`src/rtl/rect_loop_pkg.sv`:
```
// -----------------------------------------------------------------------------
// rect_loop_pkg
// Shared definitions for the rectangle-loop (checkerboard swap) engine.
//   rl_state_t   : engine FSM states
//   CHK_A, CHK_B : the two corner patterns that identify a swappable rectangle.
//                  Corner order is {(r0,c0), (r0,c1), (r1,c0), (r1,c1)}, MSB first.
//   is_chk_pattern() : true when a 4-bit corner vector is one of the two patterns
// -----------------------------------------------------------------------------
package rect_loop_pkg;

    typedef enum logic [2:0] {
        ST_IDLE,
        ST_LOAD,
        ST_FETCH,
        ST_CHECK,
        ST_SWAP,
        ST_FIN
    } rl_state_t;

    localparam logic [3:0] CHK_A = 4'b0110;
    localparam logic [3:0] CHK_B = 4'b1001;

    function automatic logic is_chk_pattern(input logic [3:0] corners);
        return (corners == CHK_A) || (corners == CHK_B);
    endfunction

endpackage

```
`src/rtl/rect_chk.sv`:
```
// -----------------------------------------------------------------------------
// rect_chk
// Purely combinational classifier for one random draw.
//   corners       in  : {(r0,c0),(r0,c1),(r1,c0),(r1,c1)} cell values
//   r0, r1        in  : candidate rows
//   c0, c1        in  : candidate columns
//   is_chk        out : corners form a checkerboard pattern
//   is_degenerate out : draw does not describe a proper rectangle inside the
//                       matrix (coincident rows/cols or any index out of range)
// A draw is swappable only when is_chk && !is_degenerate.
// -----------------------------------------------------------------------------
module rect_chk
    import rect_loop_pkg::*;
#(
    parameter int ROWS = 4,
    parameter int COLS = 4,
    parameter int RW   = $clog2(ROWS),
    parameter int CW   = $clog2(COLS)
) (
    input  logic [3:0]    corners,
    input  logic [RW-1:0] r0,
    input  logic [RW-1:0] r1,
    input  logic [CW-1:0] c0,
    input  logic [CW-1:0] c1,
    output logic          is_chk,
    output logic          is_degenerate
);

    always_comb begin
        // Range checks only matter when ROWS/COLS are not powers of two.
        is_degenerate = (r0 == r1) || (c0 == c1)
                     || (int'(r0) >= ROWS) || (int'(r1) >= ROWS)
                     || (int'(c0) >= COLS) || (int'(c1) >= COLS);
        is_chk        = is_chk_pattern(corners);
    end

endmodule

```
`src/rtl/rect_loop_engine.sv`:
```
// -----------------------------------------------------------------------------
// rect_loop_engine
// Runs ITERATIONS random swap attempts on a ROWS x COLS binary matrix. Each
// accepted draw names two rows and two columns; if the four corner cells form
// a checkerboard they are all inverted, which keeps every row and column sum.
//   clk, rst_n          : clock, asynchronous active-low reset
//   start, m_in         : begin a run with matrix m_in (cell (r,c) = bit r*COLS+c)
//   rnd_valid/rnd_ready : handshake for one draw (rnd_r0/r1, rnd_c0/c1)
//   m_out               : current matrix
//   busy, done          : run in progress / one-cycle end-of-run pulse
//   swap_count          : swaps performed in the current or last run
//   last_r0/r1/c0/c1    : indices of the most recent swap
// -----------------------------------------------------------------------------
module rect_loop_engine
    import rect_loop_pkg::*;
#(
    parameter  int ROWS       = 4,
    parameter  int COLS       = 4,
    parameter  int ITERATIONS = 8,
    localparam int RW         = $clog2(ROWS),
    localparam int CW         = $clog2(COLS),
    localparam int NW         = $clog2(ITERATIONS + 1)
) (
    input  logic                 clk,
    input  logic                 rst_n,
    input  logic                 start,
    input  logic [ROWS*COLS-1:0] m_in,
    input  logic                 rnd_valid,
    output logic                 rnd_ready,
    input  logic [RW-1:0]        rnd_r0,
    input  logic [RW-1:0]        rnd_r1,
    input  logic [CW-1:0]        rnd_c0,
    input  logic [CW-1:0]        rnd_c1,
    output logic [ROWS*COLS-1:0] m_out,
    output logic                 busy,
    output logic                 done,
    output logic [NW-1:0]        swap_count,
    output logic [RW-1:0]        last_r0,
    output logic [RW-1:0]        last_r1,
    output logic [CW-1:0]        last_c0,
    output logic [CW-1:0]        last_c1
);

    localparam int             N      = ROWS * COLS;
    localparam logic [NW-1:0]  ITER_N = NW'(ITERATIONS);

    rl_state_t     state_reg;
    logic [N-1:0]  m_reg;
    logic [RW-1:0] draw_r0_reg, draw_r1_reg;
    logic [CW-1:0] draw_c0_reg, draw_c1_reg;
    logic [NW-1:0] attempt_reg, swap_count_reg;
    logic [RW-1:0] last_r0_reg, last_r1_reg;
    logic [CW-1:0] last_c0_reg, last_c1_reg;
    logic          busy_reg, done_reg, rnd_ready_reg;

    logic [NW-1:0] attempt_next;
    logic [N-1:0]  sel_00, sel_01, sel_10, sel_11;
    logic [N-1:0]  flip_mask;
    logic [3:0]    corners;
    logic          chk_pattern, chk_degen, chk_hit;

    // One-hot cell selectors for the four corners of the registered draw.
    // An out-of-range index matches no cell, so its corner simply reads 0
    // and the flip mask never touches cells outside the matrix.
    genvar gi;
    for (gi = 0; gi < N; gi++) begin : g_cell
        localparam logic [RW-1:0] ROW_I = RW'(gi / COLS);
        localparam logic [CW-1:0] COL_I = CW'(gi % COLS);
        assign sel_00[gi] = (draw_r0_reg == ROW_I) && (draw_c0_reg == COL_I);
        assign sel_01[gi] = (draw_r0_reg == ROW_I) && (draw_c1_reg == COL_I);
        assign sel_10[gi] = (draw_r1_reg == ROW_I) && (draw_c0_reg == COL_I);
        assign sel_11[gi] = (draw_r1_reg == ROW_I) && (draw_c1_reg == COL_I);
    end

    assign corners   = {|(m_reg & sel_00), |(m_reg & sel_01),
                        |(m_reg & sel_10), |(m_reg & sel_11)};
    assign flip_mask = sel_00 | sel_01 | sel_10 | sel_11;

    rect_chk #(
        .ROWS (ROWS),
        .COLS (COLS),
        .RW   (RW),
        .CW   (CW)
    ) u_chk (
        .corners       (corners),
        .r0            (draw_r0_reg),
        .r1            (draw_r1_reg),
        .c0            (draw_c0_reg),
        .c1            (draw_c1_reg),
        .is_chk        (chk_pattern),
        .is_degenerate (chk_degen)
    );

    assign chk_hit      = chk_pattern && !chk_degen;
    assign attempt_next = attempt_reg + 1'b1;

    // busy/done/rnd_ready are registered alongside the state so they are
    // exact functions of the state the FSM is entering.
    always_ff @(posedge clk or negedge rst_n) begin
        if (!rst_n) begin
            state_reg      <= ST_IDLE;
            m_reg          <= '0;
            draw_r0_reg    <= '0;
            draw_r1_reg    <= '0;
            draw_c0_reg    <= '0;
            draw_c1_reg    <= '0;
            attempt_reg    <= '0;
            swap_count_reg <= '0;
            last_r0_reg    <= '0;
            last_r1_reg    <= '0;
            last_c0_reg    <= '0;
            last_c1_reg    <= '0;
            busy_reg       <= 1'b0;
            done_reg       <= 1'b0;
            rnd_ready_reg  <= 1'b0;
        end else begin
            case (state_reg)
                ST_IDLE: begin
                    if (start) begin
                        state_reg <= ST_LOAD;
                        busy_reg  <= 1'b1;
                    end
                end
                ST_LOAD: begin
                    m_reg          <= m_in;
                    swap_count_reg <= '0;
                    attempt_reg    <= '0;
                    rnd_ready_reg  <= 1'b1;
                    state_reg      <= ST_FETCH;
                end
                ST_FETCH: begin
                    if (rnd_valid && rnd_ready_reg) begin
                        draw_r0_reg   <= rnd_r0;
                        draw_r1_reg   <= rnd_r1;
                        draw_c0_reg   <= rnd_c0;
                        draw_c1_reg   <= rnd_c1;
                        rnd_ready_reg <= 1'b0;
                        state_reg     <= ST_CHECK;
                    end
                end
                ST_CHECK: begin
                    attempt_reg <= attempt_next;
                    if (chk_hit) begin
                        state_reg <= ST_SWAP;
                    end else if (attempt_next == ITER_N) begin
                        state_reg <= ST_FIN;
                        done_reg  <= 1'b1;
                    end else begin
                        state_reg     <= ST_FETCH;
                        rnd_ready_reg <= 1'b1;
                    end
                end
                ST_SWAP: begin
                    // Matrix is unchanged since CHECK, so the flip mask still
                    // names exactly the four checkerboard corners.
                    m_reg          <= m_reg ^ flip_mask;
                    swap_count_reg <= swap_count_reg + 1'b1;
                    last_r0_reg    <= draw_r0_reg;
                    last_r1_reg    <= draw_r1_reg;
                    last_c0_reg    <= draw_c0_reg;
                    last_c1_reg    <= draw_c1_reg;
                    if (attempt_reg == ITER_N) begin
                        state_reg <= ST_FIN;
                        done_reg  <= 1'b1;
                    end else begin
                        state_reg     <= ST_FETCH;
                        rnd_ready_reg <= 1'b1;
                    end
                end
                ST_FIN: begin
                    done_reg  <= 1'b0;
                    busy_reg  <= 1'b0;
                    state_reg <= ST_IDLE;
                end
                default: begin
                    state_reg     <= ST_IDLE;
                    busy_reg      <= 1'b0;
                    done_reg      <= 1'b0;
                    rnd_ready_reg <= 1'b0;
                end
            endcase
        end
    end

    assign m_out      = m_reg;
    assign busy       = busy_reg;
    assign done       = done_reg;
    assign rnd_ready  = rnd_ready_reg;
    assign swap_count = swap_count_reg;
    assign last_r0    = last_r0_reg;
    assign last_r1    = last_r1_reg;
    assign last_c0    = last_c0_reg;
    assign last_c1    = last_c1_reg;

endmodule

```
`config.mk`:
```
export PLATFORM = sky130hd
export DESIGN_NAME = rect_loop_engine
export DESIGN_NICKNAME = d
export VERILOG_FILES = /design/src/rtl/rect_loop_pkg.sv /design/src/rtl/rect_chk.sv /design/src/rtl/rect_loop_engine.sv
export SDC_FILE = /design/constraint.sdc
export NUM_CORES = 1
export LEC_CHECK = 0
export CAP_MARGIN = 20
export CORE_MARGIN = 2
export CORE_UTILIZATION = 52
export DETAILED_ROUTE_END_ITERATION = 12
export PLACE_DENSITY = 0.84
export SLEW_MARGIN = 20
export SYNTH_ARGS = -nofsm -noshare
export SYNTH_HDL_FRONTEND = slang
export SYNTH_SLANG_ARGS = --single-unit
```
`constraint.sdc`:
```
create_clock -name clk -period 2.9 [get_ports clk]
set_input_delay 0.58 -clock clk [delete_from_list [all_inputs] [get_ports clk]]
set_output_delay 0.58 -clock clk [all_outputs]
set_load 0.02 [all_outputs]
```
==> flow_summary_export.csv, run 1 <==
group,metric,value,unit
synthesis,netlist.area_leader.share,0.393,
synthesis,synth_edf_count,0,
synthesis,async_reset_ff_frac,1.00,
run,drv_cap,0,
timing,finClkSkew,0.00554,ns
clocking,clk_path_buf_depth,2,
power_and_ir_drop,max-vdd-ir-drop,0.501,mV
worst_hold_path,hold_class,"primary input to asynchronous set/reset pin",
timing,final.min_clock_period,2.54,ns
floorplanning,die_height,79.0,um
synthesis,syn_area,0.00293,sq mm
floorplanning,die_x,79.0,um
clocking,clock_latency,0.30,ns
placement,gp_congestion,0.895,
clocking,cts_setup_buffers,0,
timing,maxSlewHeadroom,0.521,
critical_path,required,3.10,ns
critical_path,slowest_stage,"dfrtp_1",
timing,drv_slew,0,
drt,dr.pass1.iters,5,
cells_and_area,diodes,0,
cells_and_area,final_nets,423,
critical_path,endpoint_kind,"flop",
global_routing,grt_pass1_wl,12900,um
synthesis,yosys_warnings,0,
synthesis,avgSynthCellArea,8.63,sq um
placement,dp.cells,457,
timing,hold_viol,0,
cells_and_area,final_cell_count_no_fill,465,
critical_path,crit_arrival,2.74,ns
drt,wire_per_inst,17.1,um
drt,ant_nets,0,
timing,worst_pin_slew,0.719,ns
placement,dp_hpwl,5710,um
clocking,clk_pin_slew,0.09,ns
power_and_ir_drop,power.density,1140,mW/mm^2
critical_path,cp_max_fo,16,
synthesis,yosysSeqAreaShare,0.393,
global_routing,antenna_found_initial,0,
clocking,htreeDepth,2,
drt,num_vias,2839,
clocking,holdBufCountCts,0,
floorplanning,rows,27,
drt,drt_iter0_drc,237,
critical_path,slowest_delay,0.78,ns
timing,fin_setup_tns,0,ns
clocking,cts_sinks,46,
cells_and_area,largest_reg_flops,16,
drt,avgViaCountPerCell,6.11,
clocking,clock_tree.root_cell,"clkbuf_8",
synthesis,synth.distinct_cells,44,
floorplanning,start_util,0.535,
critical_path,start_kind,"flop",
global_routing,overflow,0,
synthesis,syn_nets,370,
cells_and_area,design_area,0.00366,sq mm
synthesis,synth_area_leaders,"dfrtp_1, mux2i_1, nor2_1",
timing,fmax,394,MHz
floorplanning,core,0.00547,sq mm
clocking,cts-buffers-inserted,5,
drt,route.detailed.drc,0,
placement,numPortBuffers,58,
synthesis,synth_cells,339,
global_routing,grt_max_degree,47,
cells_and_area,syn_to_final_growth,25.0,%
synthesis,ys_ff_latch,46,
timing,finalCritPeriodShare,0.876,
synthesis,synthFlopType,"dfrtp_1",
global_routing,grt_pass1_vias,2573,
cells_and_area,layout_commonest_cell,"clkdlybuf4s50_1",
timing,setup_viol,0,
critical_path,cp_cell_sequence,"mux2i_1 > mux4_2 > mux2_4 > nor4_4 > nor2_2 > o31a_1",
floorplanning,io_pins,59,
cells_and_area,final_cell_mix,"clkdlybuf4s50_1, nor2_1, dfrtp_1, nand2_1, o21ai_0",
timing,rsz0062_at_grt,"false",
clocking,cts_resized,0,
placement,place_area,0.00355,sq mm
synthesis,yosys.area.top_type,"dfrtp_1",
power_and_ir_drop,power,0.00417,W
global_routing,grt_usage,0.261,
power_and_ir_drop,p_leak,1.53,nW
critical_path,crit_type,"flop to flop",
floorplanning,dieArea,0.00624,sq mm
outcome,status,"complete, no violations",
cells_and_area,drive_gt1_frac,0.0738,
drt,totalWireLength,7950,um
clocking,cts_tree,"built",
path summary, 6_finish.rpt:
kind	startpoint	end	slack [ns]	cells after the start
setup / recovery	draw_c1_reg[0]	state_reg[1]	0.36	6
hold / removal	rst_n	busy	0.27	1
setup reg to reg	draw_c1_reg[0]	state_reg[1]	0.36	6
hold reg to reg	last_c1[1]	last_c1[1]	0.48	2
max in group asynchronous	rst_n	m_out[11]	2.23	1
min in group clk	last_c1[1]	last_c1[1]	0.48	2
layer usage:
metal | routed length (um) | global-route usage
met1 | 3530 | 0.379
met2 | 3750 | 0.412
met3 | 531 | 0.0330
met4 | 138 | 0.0776
met5 | 0 | 0
report_power, final:
group | switching, W | internal, W | leakage, nW | total [W]
Sequential | 0.000541 | 0.000901 | 0.563 | 0.00144
Combinational | 0.00120 | 0.00105 | 0.909 | 0.00226
Clock | 0.000219 | 0.000254 | 0.0579 | 0.000472
Yosys cell counts, drive strengths merged (7+ instances only):
cell type,number
clkbuf,14
nor2,47
o21ai,36
a311oi,16
inv,15
nand2,36
mux2i,21
o22ai,7
a21oi,23
nor3,14
dfrtp,46
stage by stage:
step / setup WS, ns / utilization / hold slack (ns)
floorplan: 0.692 / - / 0.284
CTS: 0.382 / 0.668 / 0.484
finish: 0.359 / 0.668 / 0.268
detailed placement: 0.400 / 0.648 / 0.469
global placement: 0.455 / 0.648 / 0.460
global route: 0.231 / 0.668 / 0.312
final cells by class:
| type | count | area, sq um |
|---|---|---|
| Fill cell | 469 | 1820 |
| Multi-Input combinational cell | 259 | 1620 |
| Sequential cell | 46 | 1150 |
| Timing Repair Buffer | 65 | 631 |
| Tap cell | 72 | 90.1 |
| Clock buffer | 5 | 68.8 |
| Inverter | 15 | 56.3 |
| Clock inverter | 3 | 40.0 |
worst max-delay path: cells and delay by family (launching register included):
kind | cells | cell delay (ns)
and+or+nand+nor | 2 | 0.36
AOI/OAI and AO/OA | 1 | 0.29
DFF | 1 | 0.78
muxes | 3 | 1.00
cell families after synthesis:
kind of cell / Yosys count / synth area share
XOR/XNOR: 7 / 0.0209
AO/OA/AOI/OAI: 97 / 0.207
multiplexers: 29 / 0.119
AND/OR/NAND/NOR: 123 / 0.192
buffers and inverters: 34 / 0.0552
flip-flops: 46 / 0.393
adder cells (fa/ha/maj): 3 / 0.0128
Note: power is estimated with default switching activity, not from simulation.
==> inputs of run 2 (changes only) <==
TNS_END_PERCENT = 100   (was default)
==> results of run 2 <==
Same layout as run 1: the final DEF is identical, and so are final timing and power.
==> inputs of run 3 (changes only) <==
CELL_PAD_IN_SITES_DETAIL_PLACEMENT = 2   (was default)
CELL_PAD_IN_SITES_GLOBAL_PLACEMENT = 2   (was default)
CORE_UTILIZATION = 31   (was 52)
==> run 3 against run 2 <==
Effect of this change: register-to-register slack got worse by 0.09 ns; worst hold slack got worse by 0.037 ns; routed wire length increased by 34%; clock power increased by 4.4%; setup slack got worse by 0.087 ns; first-iteration DRC count decreased by 51%; via count increased by 1.7%; cell count increased by 9.5%; highest routed layer unchanged.
==> flow_summary_export.csv, run 3 (same netlist as run 1, synthesis figures left out) <==
group,metric,value,unit
outcome,status,"complete, no violations",
cells_and_area,drive_gt1_frac,0.0829,
timing,setup_viol,0,
global_routing,top_usage_layer,"met2",
placement,dp_hpwl,7780,um
timing,finalCritPeriodShare,0.906,
global_routing,met1_usage,0.312,
cells_and_area,final_cell_mix,"clkdlybuf4s50_1, nor2_1, dfrtp_1, nand2_1, o21ai_0",
floorplanning,die_height,101,um
drt,wire_per_inst,20.9,um
floorplanning,dieArea,0.0102,sq mm
global_routing,met2_usage,0.350,
timing,drv_slew,0,
power_and_ir_drop,p_leak,1.55,nW
cells_and_area,final_cell_count_no_fill,509,
critical_path,start_kind,"flop",
global_routing,grt_max_degree,27,
placement,numPortBuffers,58,
placement,gp_congestion,0.850,
power_and_ir_drop,comb_power_share,0.555,
timing,fmax,380,MHz
clocking,cts_resized,0,
drt,drt_iter0_drc,116,
cells_and_area,final_nets,428,
clocking,cts_sinks,46,
drt,dr.pass1.iters,4,
timing,maxSlewHeadroom,0.494,
clocking,clk_pin_slew,0.10,ns
drt,route.detailed.drc,0,
timing,finClkSkew,0.0107,ns
timing,final.min_clock_period,2.63,ns
global_routing,grt_pass1_vias,3179,
power_and_ir_drop,p_seq_frac,0.334,
critical_path,endpoint_kind,"flop",
placement,dp.cells,501,
placement,dp_slack,0.352,ns
critical_path,crit_arrival,2.83,ns
critical_path,slowest_stage,"dfrtp_1",
global_routing,antenna_found_initial,0,
power_and_ir_drop,power.density,1180,mW/mm^2
power_and_ir_drop,power.internal,0.00225,W
floorplanning,core,0.00920,sq mm
power_and_ir_drop,max-vdd-ir-drop,0.354,mV
global_routing,grt_pass1_wl,17500,um
floorplanning,die_x,101,um
drt,ant_nets,0,
critical_path,required,3.10,ns
cells_and_area,largest_reg_flops,16,
cells_and_area,multi_input_area,0.00162,sq mm
global_routing,gr-usage-met3,0.0311,
floorplanning,io_pins,59,
drt,avgViaCountPerCell,5.67,
run,drv_cap,0,
floorplanning,rows,35,
clocking,clock_tree.root_cell,"clkbuf_8",
timing,worst_pin_slew,0.757,ns
timing,rsz0062_at_grt,"false",
critical_path,slowest_delay,0.79,ns
cells_and_area,layout_commonest_cell,"clkdlybuf4s50_1",
power_and_ir_drop,p_sw,0.00217,W
cells_and_area,syn_to_final_growth,27.9,%
clocking,htreeDepth,2,
global_routing,overflow,0,
cells_and_area,diodes,0,
timing,hold_viol,0,
cells_and_area,design_area,0.00374,sq mm
timing,fin_setup_tns,0,ns
clocking,cts_setup_buffers,0,
placement,place_area,0.00363,sq mm
global_routing,grt_usage,0.220,
timing,whs,0.231,ns
critical_path,cp_cell_sequence,"mux2i_1 > mux4_2 > mux2_4 > nor4_4 > nor2_2 > o31a_1",
clocking,clock_latency,0.31,ns
clocking,clk_path_buf_depth,2,
clocking,cts-buffers-inserted,5,
worst_hold_path,hold_class,"primary input to asynchronous set/reset pin",
clocking,holdBufCountCts,0,
critical_path,crit_type,"flop to flop",
timing,setup_ws,0.272,ns
cells_and_area,fill_cells,1054,
power_and_ir_drop,switching_share,0.491,
power_and_ir_drop,power_frac_clock,0.112,
clocking,cts_tree,"built",
drt,totalWireLength,10600,um
critical_path,cp_max_fo,16,
cells_and_area,register_area,0.00115,sq mm
floorplanning,start_util,0.318,
drt,num_vias,2888,
run 3: critical path, delay by kind of cell (launching register included):
family / cells / cell delay (ns)
multiplexers: 3 / 1.02
flip-flops: 1 / 0.79
AND/OR/NAND/NOR: 2 / 0.40
AO/OA/AOI/OAI: 1 / 0.30
run 3: per-stage QoR:
step / total power (W) / utilization
6_report: 0.00442 / 0.407
5_1_grt: 0.00474 / 0.407
4_1_cts: 0.00444 / 0.407
3_5_place_dp: 0.00389 / 0.395
3_3_place_gp: 0.00375 / 0.395
2_1_floorplan: 0.00289 / -
run 3: final timing paths:
kind / startpoint / to / slack, ns / depth (start not counted)
max: draw_c1_reg[0] / state_reg[1] / 0.27 / 6
min: rst_n / rnd_ready / 0.23 / 1
max reg2reg: draw_c1_reg[0] / state_reg[1] / 0.27 / 6
min reg2reg: last_r1[1] / last_r1[1] / 0.48 / 2
max in group asynchronous: rst_n / m_out[13] / 1.91 / 2
min in group clk: last_r1[1] / last_r1[1] / 0.48 / 2
run 3: final cells by class:
| type | count | share of cell area |
|---|---|---|
| inverters | 15 | 0.0150 |
| repair buffers | 70 | 0.178 |
| multi-input cells | 259 | 0.433 |
| clock inverters | 2 | 0.0100 |
| well taps | 111 | 0.0371 |
| clock buffers | 6 | 0.0194 |
| flip-flops and latches | 46 | 0.308 |
run 3: power groups by stage:
stage               clock network, W  registers (W)  logic, W
global route                0.000539        0.00153   0.00268
global placement                   0        0.00144   0.00231
CTS                         0.000508        0.00147   0.00246
floorplan                          0        0.00136   0.00152
detailed placement                 0        0.00147   0.00242
finish                      0.000493        0.00148   0.00246
run 3: layer usage:
| layer | vias to the layer above | share of wire | routed length, um |
|---|---|---|---|
| li1 | 1331 | - | - |
| met1 | 1462 | 0.48 | 5050 |
| met2 | 82 | 0.47 | 4970 |
| met3 | 13 | 0.041 | 437 |
| met4 | 0 | 0.015 | 159 |
| met5 | - | 0 | 0 |
